[config.mk]
export PLATFORM = sky130hd
export DESIGN_NAME = prog_counter
export DESIGN_NICKNAME = d
export VERILOG_FILES = /design/src/rtl/prog_counter.sv
export SDC_FILE = /design/constraint.sdc
export NUM_CORES = 1
export LEC_CHECK = 0
export CAP_MARGIN = 20
export CORE_MARGIN = 2
export CORE_UTILIZATION = 41
export CTS_BUF_LIST = sky130_fd_sc_hd__clkbuf_4
export CTS_CLUSTER_SIZE = 40
export DETAILED_ROUTE_END_ITERATION = 8
export PLACE_DENSITY_LB_ADDON = 0.12
export REMOVE_ABC_BUFFERS = 1
export SYNTH_ARGS = -nofsm -noshare
export SYNTH_HDL_FRONTEND = slang
export SYNTH_SLANG_ARGS = --single-unit
[constraint.sdc]
create_clock -name clk -period 1.9 [get_ports clk]
set_clock_uncertainty 0.1 [all_clocks]
set_input_delay 0.38 -clock clk [delete_from_list [all_inputs] [get_ports clk]]
set_output_delay 0.38 -clock clk [all_outputs]
set_load 0.01 [all_outputs]
[src/rtl/prog_counter.sv]
// Programmable up/down event counter with prescaler, free-run/one-shot modes,
// synchronous load and start/stop control; emits a registered terminal-count pulse.

// Invariant checks on the counter outputs.
module prog_counter_chk #(
  parameter int WIDTH  = 4,
  parameter int MODULO = 16
) (
  input logic             clk,
  input logic             reset,
  input logic [WIDTH-1:0] out,
  input logic             tc,
  input logic             busy,
  input logic             done
);

  a_out_in_range: assert property (@(posedge clk) disable iff (!reset)
    int'(out) < MODULO);

  a_state_exclusive: assert property (@(posedge clk) disable iff (!reset)
    !(busy && done));

  a_tc_only_active: assert property (@(posedge clk) disable iff (!reset)
    tc |-> (busy || done));

endmodule

module prog_counter #(
  parameter int WIDTH    = 4,
  parameter int MODULO   = 16,
  parameter int PRESCALE = 1
) (
  input  logic             clk,
  input  logic             reset,
  input  logic             en,
  input  logic             start,
  input  logic             stop,
  input  logic             load,
  input  logic [WIDTH-1:0] load_val,
  input  logic             dir,
  input  logic             mode,
  output logic [WIDTH-1:0] out,
  output logic             tc,
  output logic             busy,
  output logic             done
);

  typedef enum logic [1:0] {
    IDLE = 2'd0,
    RUN  = 2'd1,
    DONE = 2'd2
  } state_t;

  localparam int               PW       = (PRESCALE > 1) ? $clog2(PRESCALE) : 1;
  localparam logic [WIDTH-1:0] MAX_VAL  = WIDTH'(MODULO - 1);
  localparam logic [PW-1:0]    PSC_LAST = PW'(PRESCALE - 1);

  state_t           state_r;
  logic [WIDTH-1:0] out_r;
  logic [PW-1:0]    psc_r;
  logic             tc_r;

  logic             tick_s;
  logic             wrap_s;
  logic [WIDTH-1:0] step_s;
  logic [WIDTH-1:0] load_clamp_s;

  // Tick qualification, wrap detection and the candidate next count.
  always_comb begin
    tick_s       = 1'b0;
    wrap_s       = 1'b0;
    step_s       = out_r;
    load_clamp_s = load_val;
    if ((state_r == RUN) && en && (psc_r == PSC_LAST)) begin
      tick_s = 1'b1;
    end else begin
      tick_s = 1'b0;
    end
    if (dir) begin
      wrap_s = (out_r == MAX_VAL);
      step_s = wrap_s ? {WIDTH{1'b0}} : (out_r + WIDTH'(1'b1));
    end else begin
      wrap_s = (out_r == {WIDTH{1'b0}});
      step_s = wrap_s ? MAX_VAL : (out_r - WIDTH'(1'b1));
    end
    // Out-of-range load values saturate so out never leaves 0..MODULO-1.
    if (int'(load_val) > (MODULO - 1)) begin
      load_clamp_s = MAX_VAL;
    end else begin
      load_clamp_s = load_val;
    end
  end

  // Control FSM, count register, prescaler and terminal-count pulse.
  always_ff @(posedge clk or negedge reset) begin
    if (!reset) begin
      state_r <= IDLE;
      out_r   <= {WIDTH{1'b0}};
      psc_r   <= {PW{1'b0}};
      tc_r    <= 1'b0;
    end else begin
      tc_r <= 1'b0;
      if (load) begin
        out_r <= load_clamp_s;
        psc_r <= {PW{1'b0}};
        case (state_r)
          IDLE:    state_r <= start ? RUN : IDLE;
          RUN:     state_r <= stop ? IDLE : RUN;
          DONE:    state_r <= start ? RUN : IDLE;
          default: state_r <= IDLE;
        endcase
      end else begin
        case (state_r)
          IDLE: begin
            if (start) begin
              state_r <= RUN;
              psc_r   <= {PW{1'b0}};
            end else begin
              state_r <= IDLE;
            end
          end
          RUN: begin
            if (stop) begin
              state_r <= IDLE;
              psc_r   <= {PW{1'b0}};
            end else if (tick_s) begin
              psc_r <= {PW{1'b0}};
              tc_r  <= wrap_s;
              // One-shot holds the terminal value instead of wrapping.
              if (wrap_s && mode) begin
                state_r <= DONE;
              end else begin
                out_r <= step_s;
              end
            end else if (en) begin
              psc_r <= psc_r + PW'(1'b1);
            end else begin
              psc_r <= psc_r;
            end
          end
          DONE: begin
            if (start) begin
              state_r <= RUN;
              psc_r   <= {PW{1'b0}};
            end else begin
              state_r <= DONE;
            end
          end
          default: begin
            state_r <= IDLE;
            psc_r   <= {PW{1'b0}};
          end
        endcase
      end
    end
  end

  assign out  = out_r;
  assign tc   = tc_r;
  assign busy = (state_r == RUN);
  assign done = (state_r == DONE);

  prog_counter_chk #(
    .WIDTH  (WIDTH),
    .MODULO (MODULO)
  ) u_chk (
    .clk   (clk),
    .reset (reset),
    .out   (out_r),
    .tc    (tc_r),
    .busy  (busy),
    .done  (done)
  );

endmodule

==> results.cfg <==
[critical_path]
critPathKind = in -> reg
cp.arrival_ns = 1.98
startpoint = dir
end_kind = flop
path_max_fanout = 3
r2r-end = out[2]$_DFFE_PN0P_
crit_end = out[2]$_DFFE_PN0P_
worstReg2RegStart = state_r[1]$_DFFE_PN0P_
worstRegToRegCells = 4
r2r_setup_slack_ns = 0.02
worstPathRequired_ns = 1.98
startpoint_type = input pin

[cells_and_area]
num_antenna_cells = 0
area_growth_pct = 63.5
num-fill-cells = 123
post_route_cells_drive_above_1_share_pct = 27.8
layout.nets = 113

[sta]
max_freq_ghz = 0.526
setup_tns_ns = -0.000277
drv_slew = 0
post-route-min-period_ns = 1.90
timing.final.crit_share_pct = 100
finalSetupViolCount = 1
setup_slack_ns = -0.000277
worstMarginPinSlew_ns = 0.398
rsz0062_at_grt = yes
max_slew_margin_pct = 73.4
finalHoldViolCount = 0

[detailed_routing]
routed_wl_mm = 1.56
avgViaCountPerCell = 5.50
avgRoutedWirePerCell_um = 13.9
vias = 616
drtPass1Iterations = 2
drt_drc_violations_left = 0
ant_nets = 0
drt_iter0_drc = 1

[synth]
synth_edf_count = 0
syn_area_per_cell_um2 = 8.96
synthDistinctLibCells = 32
synth_top_area_share_pct = 36.0
syn_inst = 62
yosys_most_used_dff = dfrtp_1
ys_warn_count = 0
seq_area_frac_synth_pct = 36.0
synthTopCellsByCount = 8 x dfrtp_1, 6 x nor2_1, 4 x inv_1
yosysMostFrequentCell = dfrtp_1
synth-seq-cells = 8
async_reset_ff_share_pct = 100
synth_area_leaders = dfrtp_1 36%, mux2i_1 5.4%, ha_1 4.5%
synth_top_cell_by_area = dfrtp_1
synth_area_um2 = 556

[power_and_ir_drop]
internal-power_mw = 0.495
p_leak_nw = 0.440
ir_drop_v = 0.000498
p_per_area_mw_per_mm2 = 822
p_switching_mw = 0.252
p_clk_share_pct = 18.7
p_total_mw = 0.747
switching_share_pct = 33.8
pwr-share-comb_pct = 52.0
pwr-share-seq_pct = 29.3

[placed_design]
dpl.hpwl_mm = 1.19
portBuffers = 18
dpl_worst_slack_ns = -0.350
gp_congestion = 0.788

[clock_network]
clockBufferDepth = 2
cts_tree = built
clk_latency_ns = 0.26
clkSinkCount = 8
cts-root-buf = clkbuf_4
hold_buffers = 0
cts-htree-levels = 1
clkTransAtPathRegs_ns = 0.06
cts_buffers = 3

[job]
cap_viol_max_count = 0

[floorplan]
ios = 19
rows = 13
start_util_pct = 43.2
design.core.area_mm2 = 0.00128
die_y_um = 40.8
fp.dieArea_mm2 = 0.00167
die_w_um = 40.8

[run_status]
failed_checks = negative setup slack
status = finished, violations left

[grt]
grtUsageTotal_pct = 22.4
grt_max_degree = 10
grt_pass1_wl_mm = 2.33
grt_pass1_vias = 546
gr-total-overflow = 0
antenna_found_initial = 0

[hold_path]
hold_path_class = in -> async
==> cell type report <==
cell class,count,area (um^2),area share [%]
multi-input combinational,47,339,37.3
sequential,8,200,22.0
tap,15,18.8,2.07
timing repair buffer,35,313,34.4
inverter,4,15.0,1.65
clock buffer,3,22.5,2.48
==> through the flow <==
stage	hold WS (ns)	util (%)	instance area [um^2]	cells
2_1_floorplan	-0.0156	-	543	59
3_3_place_gp	0.397	66.5	855	107
4_1_cts	0.316	69.2	890	112
3_5_place_dp	0.401	66.5	855	107
5_1_grt	0.325	70.7	908	112
6_report	0.310	70.7	908	112
==> power by group through the flow <==
stage	Combinational (mW)	Sequential [mW]	Clock (mW)
final	0.389	0.219	0.140
after global routing	0.427	0.221	0.154
after CTS	0.379	0.216	0.142
after detailed placement	0.362	0.219	0
after global placement	0.352	0.218	0
after floorplan	0.144	0.243	0
==> worst min path at each step <==
stage	slack [ns]	from	to	cells after the start
floorplan	-0.02	reset	out[0]$_DFFE_PN0P_	0
global placement	0.40	psc_r$_DFFE_PN0P_	psc_r$_DFFE_PN0P_	1
detailed placement	0.40	psc_r$_DFFE_PN0P_	psc_r$_DFFE_PN0P_	1
CTS	0.32	reset	out[3]$_DFFE_PN0P_	1
global route	0.33	reset	out[2]$_DFFE_PN0P_	1
finish	0.31	reset	out[3]$_DFFE_PN0P_	1
==> kinds of logic after synthesis <==
logic type	after synthesis	share of synthesized area, %
AO/OA/AOI/OAI	22	27.0
adder cells (fa/ha/maj)	2	4.50
flip-flops	8	36.0
AND/OR/NAND/NOR	19	20.5
multiplexers	3	5.41
buffers and inverters	7	4.95
XOR/XNOR	1	1.58
==> critical path, cell delays in order <==
cell             delay, ns
clkdlybuf4s50_1       0.47
and4_1                0.24
o21a_1                0.21
or4_1                 0.51
a31oi_1               0.17
==> layer usage <==
| layer | wire (um) | share of wire [%] | track usage [%] | up-vias |
|---|---|---|---|---|
| li1 | - | - | - | 307 |
| met1 | 744 | 48 | 26.4 | 292 |
| met2 | 718 | 46 | 35.9 | 13 |
| met3 | 65 | 4.2 | 6.52 | 4 |
| met4 | 29 | 1.9 | 12.5 | 0 |
| met5 | 0 | 0 | 0 | - |
==> flip-flops by register name, summed over array words and instances, names as in the netlist <==
| name | cells |
|---|---|
| out | 4 |
| state_r | 2 |
| psc_r | 1 |
| tc | 1 |
==> cells in the final DEF, fill, tap and decap left out, types with 2 or more instances in the layout <==
master and n:
nor3_1 2, o22ai_1 2, nor2_1 6, inv_1 2
a31oi_1 3, dfrtp_1 8, buf_4 17, clkbuf_4 3
o21a_1 2, ha_2 2, mux2i_1 3, o21ai_0 3
inv_2 2, dlygate4sd2_1 2, clkdlybuf4s50_1 13, a21oi_1 3
and3_1 2, dlymetal6s2s_1 3, o31ai_1 2
==> repair_timing <==
item	CTS	global route
buffers inserted	2	1
endpoints found under the setup margin	4	9
resized for setup	3	7
pin swaps	4	4
(Power assumes the default switching activity.)
